File: config.mk
export PLATFORM = sky130hd
export DESIGN_NAME = ifu_fb_align_flat
export DESIGN_NICKNAME = d
export VERILOG_FILES = /design/src/rtl/ifu_fb_pkg.sv /design/src/rtl/ifu_fb_align_if.sv /design/src/rtl/ifu_fb_slot_dec.sv /design/src/rtl/ifu_fb_align.sv /design/src/flat_wrapper.sv
export SDC_FILE = /design/constraint.sdc
export NUM_CORES = 2
export LEC_CHECK = 0
export CORE_ASPECT_RATIO = 0.6
export CORE_MARGIN = 4
export CORE_UTILIZATION = 35
export CTS_BUF_LIST = sky130_fd_sc_hd__clkbuf_16
export CTS_CLUSTER_SIZE = 14
export DETAILED_ROUTE_END_ITERATION = 7
export HOLD_SLACK_MARGIN = 0.12
export PLACE_DENSITY = 0.52
export SLEW_MARGIN = 0
export SYNTH_ARGS = -nofsm -noshare
export SYNTH_HDL_FRONTEND = slang
export SYNTH_SLANG_ARGS = --single-unit
File: constraint.sdc
create_clock -name clk -period 22.7 [get_ports clk]
set_input_delay 2.27 -clock clk [delete_from_list [all_inputs] [get_ports clk]]
set_output_delay 2.27 -clock clk [all_outputs]
set_load 0.005 [all_outputs]
File: src/rtl/ifu_fb_pkg.sv
// Shared types and helpers for the fetch-buffer aligner.
package ifu_fb_pkg;

  localparam int HW_PER_BLK = 8;

  typedef struct packed {
    logic [127:0] data;
    logic [31:4]  base;
    logic [2:0]   start;
    logic         valid;
  } fb_entry_t;

  // Compressed instructions are anything whose low two bits are not 2'b11.
  function automatic logic is_rvc(input logic [15:0] hw);
    return hw[1:0] != 2'b11;
  endfunction

endpackage

File: src/rtl/ifu_fb_align_if.sv
// F2 write port and the two decode slots of the fetch-buffer aligner.
interface ifu_fb_align_if;
  // Slots present valid independent of accept; a slot transfers in the cycle
  // where valid & accept are both high. F2 writes have no back-pressure.
  logic          ifu_fetch_val_f2;
  logic [31:1]   ifu_fetch_addr_f2;
  logic [127:0]  ifu_fetch_data_f2;
  logic          dec_i0_accept;
  logic          dec_i1_accept;
  logic          ifu_i0_valid;
  logic          ifu_i1_valid;
  logic [31:0]   ifu_i0_instr;
  logic [31:0]   ifu_i1_instr;
  logic [31:1]   ifu_i0_pc;
  logic [31:1]   ifu_i1_pc;
  logic          ifu_i0_pc4;
  logic          ifu_i1_pc4;

  modport master (
    output ifu_fetch_val_f2, ifu_fetch_addr_f2, ifu_fetch_data_f2,
    output dec_i0_accept, dec_i1_accept,
    input  ifu_i0_valid, ifu_i1_valid, ifu_i0_instr, ifu_i1_instr,
    input  ifu_i0_pc, ifu_i1_pc, ifu_i0_pc4, ifu_i1_pc4
  );

  modport slave (
    input  ifu_fetch_val_f2, ifu_fetch_addr_f2, ifu_fetch_data_f2,
    input  dec_i0_accept, dec_i1_accept,
    output ifu_i0_valid, ifu_i1_valid, ifu_i0_instr, ifu_i1_instr,
    output ifu_i0_pc, ifu_i1_pc, ifu_i0_pc4, ifu_i1_pc4
  );
endinterface

File: src/rtl/ifu_fb_slot_dec.sv
// Splits a 4-halfword window into up to two RVC/32-bit instructions.
module ifu_fb_slot_dec
  import ifu_fb_pkg::*;
(
  input  logic [3:0][15:0] win_hw,
  input  logic [3:0]       win_hv,
  output logic             i0_valid,
  output logic             i0_len2,
  output logic [31:0]      i0_instr,
  output logic             i1_valid,
  output logic             i1_len2,
  output logic [31:0]      i1_instr
);

  logic [15:0] i1_lo, i1_hi;
  logic        i1_lo_v, i1_hi_v;

  always_comb begin
    i0_len2  = ~is_rvc(win_hw[0]);
    i0_valid = win_hv[0] & (~i0_len2 | win_hv[1]);
    i0_instr = i0_len2 ? {win_hw[1], win_hw[0]} : {16'h0, win_hw[0]};

    // i1 begins right after i0, at window position 1 or 2.
    i1_lo    = i0_len2 ? win_hw[2] : win_hw[1];
    i1_hi    = i0_len2 ? win_hw[3] : win_hw[2];
    i1_lo_v  = i0_len2 ? win_hv[2] : win_hv[1];
    i1_hi_v  = i0_len2 ? win_hv[3] : win_hv[2];

    i1_len2  = ~is_rvc(i1_lo);
    i1_valid = i0_valid & i1_lo_v & (~i1_len2 | i1_hi_v);
    i1_instr = i1_len2 ? {i1_hi, i1_lo} : {16'h0, i1_lo};
  end

endmodule

File: src/rtl/ifu_fb_align.sv
// Fetch-buffer queue plus two-wide instruction aligner feeding decode.
module ifu_fb_align
  import ifu_fb_pkg::*;
#(
  parameter int NUM_FB = 4
)
(
  input  logic          clk,
  input  logic          rst_l,
  input  logic          exu_flush_final,
  ifu_fb_align_if.slave fb,
  output logic          ifu_fb_consume1,
  output logic          ifu_fb_consume2,
  output logic          ifu_fb_empty,
  output logic          ifu_fb_overflow_err
);

  localparam int IW = $clog2(NUM_FB);
  localparam int CW = IW + 1;

  fb_entry_t         fb_q [NUM_FB];
  logic [IW-1:0]     head_q, tail_q, head1, head2, head_nxt;
  logic [CW-1:0]     count_q;
  logic [2:0]        off_q, off_nxt;

  logic [127:0]      h_data;
  logic [31:4]       h_base;
  logic              h_valid;
  fb_entry_t         e1;

  logic [3:0][15:0]  win_hw;
  logic [3:0]        win_hv, win_nxt;
  logic [3:0][2:0]   win_idx;
  logic [3:0]        pos_h, pos_n;

  logic              i0_v, i0_len2, i1_v, i1_len2;
  logic [31:0]       i0_instr, i1_instr;
  logic [1:0]        i1_pos;

  logic              full, wr_en, acc0, acc1, free_head, free_both;
  logic [2:0]        n_hw;
  logic [3:0]        used, pos1;
  logic [1:0]        freed;

  assign head1   = head_q + IW'(1);
  assign head2   = head_q + IW'(2);
  assign h_data  = fb_q[head_q].data;
  assign h_base  = fb_q[head_q].base;
  assign h_valid = fb_q[head_q].valid;
  assign e1      = fb_q[head1];

  // Window: head from the current offset, then head+1 from its own start.
  always_comb begin
    win_hw  = '0;
    win_hv  = '0;
    win_idx = '0;
    win_nxt = '0;
    pos_h   = '0;
    pos_n   = '0;
    for (int j = 0; j < 4; j++) begin
      pos_h = {1'b0, off_q} + 4'(j);
      pos_n = {1'b0, e1.start} + (pos_h - 4'd8);
      if (!pos_h[3]) begin
        win_idx[j] = pos_h[2:0];
        win_hv[j]  = h_valid;
        win_hw[j]  = h_data[{pos_h[2:0], 4'b0000} +: 16];
      end else begin
        win_nxt[j] = 1'b1;
        win_idx[j] = pos_n[2:0];
        win_hv[j]  = e1.valid & ~pos_n[3];
        win_hw[j]  = e1.data[{pos_n[2:0], 4'b0000} +: 16];
      end
    end
  end

  ifu_fb_slot_dec u_slot_dec (
    .win_hw   (win_hw),
    .win_hv   (win_hv),
    .i0_valid (i0_v),
    .i0_len2  (i0_len2),
    .i0_instr (i0_instr),
    .i1_valid (i1_v),
    .i1_len2  (i1_len2),
    .i1_instr (i1_instr)
  );

  assign i1_pos = i0_len2 ? 2'd2 : 2'd1;

  always_comb begin
    fb.ifu_i0_valid = i0_v & ~exu_flush_final;
    fb.ifu_i1_valid = i1_v & ~exu_flush_final;
    fb.ifu_i0_instr = fb.ifu_i0_valid ? i0_instr : 32'h0;
    fb.ifu_i1_instr = fb.ifu_i1_valid ? i1_instr : 32'h0;
    fb.ifu_i0_pc4   = fb.ifu_i0_valid & i0_len2;
    fb.ifu_i1_pc4   = fb.ifu_i1_valid & i1_len2;
    fb.ifu_i0_pc    = fb.ifu_i0_valid ? {h_base, win_idx[0]} : 31'h0;
    fb.ifu_i1_pc    = '0;
    if (fb.ifu_i1_valid)
      fb.ifu_i1_pc = {(win_nxt[i1_pos] ? e1.base : h_base), win_idx[i1_pos]};
  end

  // Consumption and head/offset advance.
  always_comb begin
    acc0 = fb.dec_i0_accept & fb.ifu_i0_valid;
    acc1 = acc0 & fb.dec_i1_accept & fb.ifu_i1_valid;
    n_hw = '0;
    if (acc0)
      n_hw = (i0_len2 ? 3'd2 : 3'd1) + (acc1 ? (i1_len2 ? 3'd2 : 3'd1) : 3'd0);
    used      = {1'b0, off_q} + {1'b0, n_hw};
    pos1      = {1'b0, e1.start} + (used - 4'd8);
    free_head = used[3];
    free_both = free_head & pos1[3];
    freed     = free_both ? 2'd2 : (free_head ? 2'd1 : 2'd0);
    head_nxt  = head_q + IW'(freed);

    full  = count_q == CW'(NUM_FB);
    wr_en = fb.ifu_fetch_val_f2 & ~exu_flush_final & ~full;

    off_nxt = used[2:0];
    if (free_both)      off_nxt = fb_q[head2].start;
    else if (free_head) off_nxt = pos1[2:0];
    // A block landing in an otherwise empty queue becomes the head.
    if (wr_en && tail_q == head_nxt) off_nxt = fb.ifu_fetch_addr_f2[3:1];
  end

  assign ifu_fb_consume1     = free_head & ~free_both;
  assign ifu_fb_consume2     = free_both;
  assign ifu_fb_empty        = count_q == '0;
  assign ifu_fb_overflow_err = fb.ifu_fetch_val_f2 & ~exu_flush_final & full;

  always_ff @(posedge clk or negedge rst_l) begin
    if (!rst_l) begin
      for (int i = 0; i < NUM_FB; i++) fb_q[i] <= '0;
      head_q  <= '0;
      tail_q  <= '0;
      count_q <= '0;
      off_q   <= '0;
    end else if (exu_flush_final) begin
      for (int i = 0; i < NUM_FB; i++) fb_q[i].valid <= 1'b0;
      head_q  <= '0;
      tail_q  <= '0;
      count_q <= '0;
      off_q   <= '0;
    end else begin
      if (wr_en) begin
        fb_q[tail_q] <= '{data:  fb.ifu_fetch_data_f2,
                          base:  fb.ifu_fetch_addr_f2[31:4],
                          start: fb.ifu_fetch_addr_f2[3:1],
                          valid: 1'b1};
        tail_q <= tail_q + IW'(1);
      end
      if (free_head) fb_q[head_q].valid <= 1'b0;
      if (free_both) fb_q[head1].valid  <= 1'b0;
      head_q  <= head_nxt;
      count_q <= count_q + CW'(wr_en) - CW'(freed);
      off_q   <= off_nxt;
    end
  end

endmodule

File: src/flat_wrapper.sv
// flat-port wrapper written by rule: the top's interface ports become plain ports
module ifu_fb_align_flat import ifu_fb_pkg::*;
#(
  parameter int NUM_FB = 4
)
  (clk, rst_l, exu_flush_final, ifu_fb_consume1, ifu_fb_consume2, ifu_fb_empty, ifu_fb_overflow_err, fb_ifu_fetch_val_f2, fb_ifu_fetch_addr_f2, fb_ifu_fetch_data_f2, fb_dec_i0_accept, fb_dec_i1_accept, fb_ifu_i0_valid, fb_ifu_i1_valid, fb_ifu_i0_instr, fb_ifu_i1_instr, fb_ifu_i0_pc, fb_ifu_i1_pc, fb_ifu_i0_pc4, fb_ifu_i1_pc4);
  ifu_fb_align_if fb_i ();
  input  logic clk;
  input  logic rst_l;
  input  logic exu_flush_final;
  output logic ifu_fb_consume1;
  output logic ifu_fb_consume2;
  output logic ifu_fb_empty;
  output logic ifu_fb_overflow_err;
  input wire logic [$bits(fb_i.ifu_fetch_val_f2)-1:0] fb_ifu_fetch_val_f2;
  input wire logic [$bits(fb_i.ifu_fetch_addr_f2)-1:0] fb_ifu_fetch_addr_f2;
  input wire logic [$bits(fb_i.ifu_fetch_data_f2)-1:0] fb_ifu_fetch_data_f2;
  input wire logic [$bits(fb_i.dec_i0_accept)-1:0] fb_dec_i0_accept;
  input wire logic [$bits(fb_i.dec_i1_accept)-1:0] fb_dec_i1_accept;
  output wire logic [$bits(fb_i.ifu_i0_valid)-1:0] fb_ifu_i0_valid;
  output wire logic [$bits(fb_i.ifu_i1_valid)-1:0] fb_ifu_i1_valid;
  output wire logic [$bits(fb_i.ifu_i0_instr)-1:0] fb_ifu_i0_instr;
  output wire logic [$bits(fb_i.ifu_i1_instr)-1:0] fb_ifu_i1_instr;
  output wire logic [$bits(fb_i.ifu_i0_pc)-1:0] fb_ifu_i0_pc;
  output wire logic [$bits(fb_i.ifu_i1_pc)-1:0] fb_ifu_i1_pc;
  output wire logic [$bits(fb_i.ifu_i0_pc4)-1:0] fb_ifu_i0_pc4;
  output wire logic [$bits(fb_i.ifu_i1_pc4)-1:0] fb_ifu_i1_pc4;
  assign fb_i.ifu_fetch_val_f2 = fb_ifu_fetch_val_f2;
  assign fb_i.ifu_fetch_addr_f2 = fb_ifu_fetch_addr_f2;
  assign fb_i.ifu_fetch_data_f2 = fb_ifu_fetch_data_f2;
  assign fb_i.dec_i0_accept = fb_dec_i0_accept;
  assign fb_i.dec_i1_accept = fb_dec_i1_accept;
  assign fb_ifu_i0_valid = fb_i.ifu_i0_valid;
  assign fb_ifu_i1_valid = fb_i.ifu_i1_valid;
  assign fb_ifu_i0_instr = fb_i.ifu_i0_instr;
  assign fb_ifu_i1_instr = fb_i.ifu_i1_instr;
  assign fb_ifu_i0_pc = fb_i.ifu_i0_pc;
  assign fb_ifu_i1_pc = fb_i.ifu_i1_pc;
  assign fb_ifu_i0_pc4 = fb_i.ifu_i0_pc4;
  assign fb_ifu_i1_pc4 = fb_i.ifu_i1_pc4;
  ifu_fb_align #(.NUM_FB(NUM_FB)) u_core (.clk(clk), .rst_l(rst_l), .exu_flush_final(exu_flush_final), .fb(fb_i), .ifu_fb_consume1(ifu_fb_consume1), .ifu_fb_consume2(ifu_fb_consume2), .ifu_fb_empty(ifu_fb_empty), .ifu_fb_overflow_err(ifu_fb_overflow_err));
endmodule
==> out/metrics.csv <==
stage,metric,value,unit
worst_setup_path,r2r_start,u_core.head_q[1],
sta,period_minus_slack,13.34,ns
sta,maxSlewHeadroom,11.2,%
yosys,synth_ff_type,dfrtp_1,
yosys,ys_seq_area_share,36.9,%
cts,clk_latency,0.69,ns
worst_setup_path,crit_path_start,u_core.head_q[1],
yosys,yosysWarnings,0,
sta,hold_slack,0.525,ns
worst_setup_path,path_delay_family,adder cells,
sta,clock_skew,0.0292,ns
sta,rsz0062_at_grt,false,
detailed_routing,drt_wl_total,167000,µm
floorplan,fp-row-count,100,
status,outcome,completed,
yosys,yosys.area.top_type,dfrtp_1,
grt,grt_start_max_net_pins,134,
cts,hold_buffers,0,
yosys,syn_avg_cell_area,12.8,µm²
placement,port_buffers,298,
cts,htreeDepth,3,
worst_setup_path,end_kind,output pin,
grt,grt_pass1_wl,244000,µm
cts,clockRootBuffer,clkbuf_16,
cts,postCtsSetupBuffers,0,
yosys,synth_area_leaders,"dfrtp_1, mux2_2, mux4_2",
yosys,async_flop_share,100,%
yosys,synth_cells,3434,
cts,clk_pin_slew,0.06,ns
sta,setup_violations,0,
finish,drive_above_1_share,37.4,%
grt,grt_pass1_vias,32300,
cts,cts_tree,done,
detailed_routing,drc,0,
floorplan,pin_count,299,
cts,clock_sinks,650,
worst_setup_path,r2r_cells,29,
floorplan,die-area,132000,µm²
floorplan,core_area,125000,µm²
power,p_per_area,124,nW/µm²
worst_setup_path,critical_path.cell_chain,inv_1 > ha_4 > buf_4 > mux4_2 > ha_1 > inv_1 > fa_1 > nor2b_4 > a22oi_1 > a21oi_1 > a21oi_1 > o41ai_2 > mux2_2 > nand3_2 > nor3_1 > fa_1 > and3_1 > fa_1 > ha_1 > a21o_1 > a21oi_1 > nor2b_1 > clkdlybuf4s50_1,
job,maxCapViolCount,0,
worst_setup_path,setup.worst_path.start_class,flip-flop,
grt,grt_use_total,24.8,%
finish,stdcell_count,5294,
finish,synthToLayoutAreaGrowth,14.9,%
worst_setup_path,reg2reg_to,u_core.off_q[0],
sta,final-hold-violation-count,0,
sta,finalCritPeriodShare,58.8,%
yosys,ys_ff_latch,650,
floorplan,die_x,466,µm
worst_setup_path,path_class,reg2out,
detailed_routing,wl_per_cell,31.5,µm
yosys,synth_edf_count,0,
detailed_routing,vias,33200,
worst_setup_path,required,20.43,ns
finish,layout.nets,3753,
hold_path,min_path_type,reg2reg,
worst_setup_path,max_stage_delay,1.05,ns
placement,dp_cells,5161,
sta,tns,0,ns
power,total_leakage_power,0.0198,µW
worst_setup_path,cp_slowest_cell,fa_1,
worst_setup_path,rrSetupSlack,11.50,ns
worst_setup_path,cp_max_fo,45,
floorplan,die_y,283,µm
sta,tightest_slew,1.33,ns
hold_path,hold_depth,1,
cts,clock_path_buffers,3,
placement,hpwl,116000,µm
detailed_routing,drtIter0Drc,3621,
sta,fmax,0.0749,GHz
yosys,syn_area,44100,µm²
worst_setup_path,crit_buf_inv,4,
power,peakVddDrop,0.0851,mV
yosys,ys_types,63,
yosys,synth.top_cell.area_share,36.9,%
worst_setup_path,cp_data_arrival_time,11.07,ns
yosys,syn-num-nets,3637,
cts,cts_buffers,70,
placement,gp_congestion,0.948,
yosys,yosysMostFrequentCell,mux2_2,
grt,antenna_found_initial,8,
yosys,synth_common_cells,"mux2_2, dfrtp_1, mux2i_1, mux4_2, clkbuf_1",
sta,drv_slew,0,
grt,overflow,0,
detailed_routing,vias_per_cell,6.26,
detailed_routing,ant_nets,0,
cts,cts_resized,0,
floorplan,start_util,35.4,%
detailed_routing,dr.pass1.iters,6,
## area by class of cell
class | instances | area [µm²]
Tap cell | 1683 | 2110
Antenna cell | 5 | 12.5
Timing Repair Buffer | 371 | 3590
Inverter | 31 | 116
Fill cell | 11800 | 73900
Clock buffer | 74 | 1850
Multi-Input combinational cell | 2426 | 26300
Sequential cell | 650 | 16300
Clock inverter | 54 | 435
## cell usage in the layout, fill, tap and decap left out, types with 5 or more instances in the layout
cell type        instances
mux2_2                 781
dfrtp_1                646
mux2i_1                348
mux4_2                 326
clkdlybuf4s50_1        297
a22oi_1                158
nor2_1                 143
o221ai_1               110
nand2_1                 88
clkbuf_16               74
a21oi_1                 69
buf_4                   69
a221oi_1                64
and2_1                  37
inv_1                   36
o21ai_0                 32
ha_1                    29
a211oi_1                26
nor2b_1                 25
o22ai_1                 22
a21oi_2                 19
clkinv_1                18
nand3_1                 17
nand4_1                 13
nor3_1                  12
clkinv_2                10
xnor2_1                  8
o211ai_1                 6
fa_1                     6
bufinv_16                6
diode_2                  5
nand2b_1                 5
o22a_1                   5
and3_1                   5
a21o_1                   5
## power breakdown
| part | switching [µW] | internal [µW] | total, µW |
|---|---|---|---|
| sequential | 520 | 1620 | 2140 |
| clock | 528 | 661 | 1190 |
| combinational | 1520 | 1450 | 2970 |
## per-stage QoR
stage               utilization (%)  setup WS [ns]  power, µW  cell area [µm²]
floorplan                         -          10.92       3960            44100
global placement               38.8          10.21       4980            48400
detailed placement             38.8          10.08       5010            48400
CTS                            40.7           9.34       6230            50700
global route                   40.7           8.76       6580            50700
finish                         40.7           9.36       6300            50700
## routing by layer
metal	share of wire, %	track usage (%)	wire length [µm]
met1	46	37.7	77400
met2	42	34.4	69400
met3	9.8	7.54	16300
met4	2.2	5.27	3740
met5	0	0	0
## how the worst max path moves through the flow
stage,slack [ns],endpoint,cells past startpoint
2_1_floorplan,10.92,ifu_fb_consume1,40
3_3_place_gp,10.21,ifu_fb_consume1,23
3_5_place_dp,10.08,ifu_fb_consume1,23
4_1_cts,9.34,ifu_fb_consume1,23
5_1_grt,8.76,ifu_fb_consume1,23
6_report,9.36,ifu_fb_consume1,23
## logic make-up (layout without fill, tap and decap cells)
family                   count (synthesis)  in the layout  share of synthesized area (%)
AND/OR/NAND/NOR                        366            366                           3.79
other                                    0              5                              0
adder cells (fa/ha/maj)                 38             38                           1.20
buffers and inverters                  358            530                           3.85
flip-flops                             650            650                           36.9
multiplexers                          1457           1457                           44.5
AO/OA/AOI/OAI                          551            551                           9.46
XOR/XNOR                                14             14                          0.295
No activity file was read; power rests on OpenSTA's default activity.
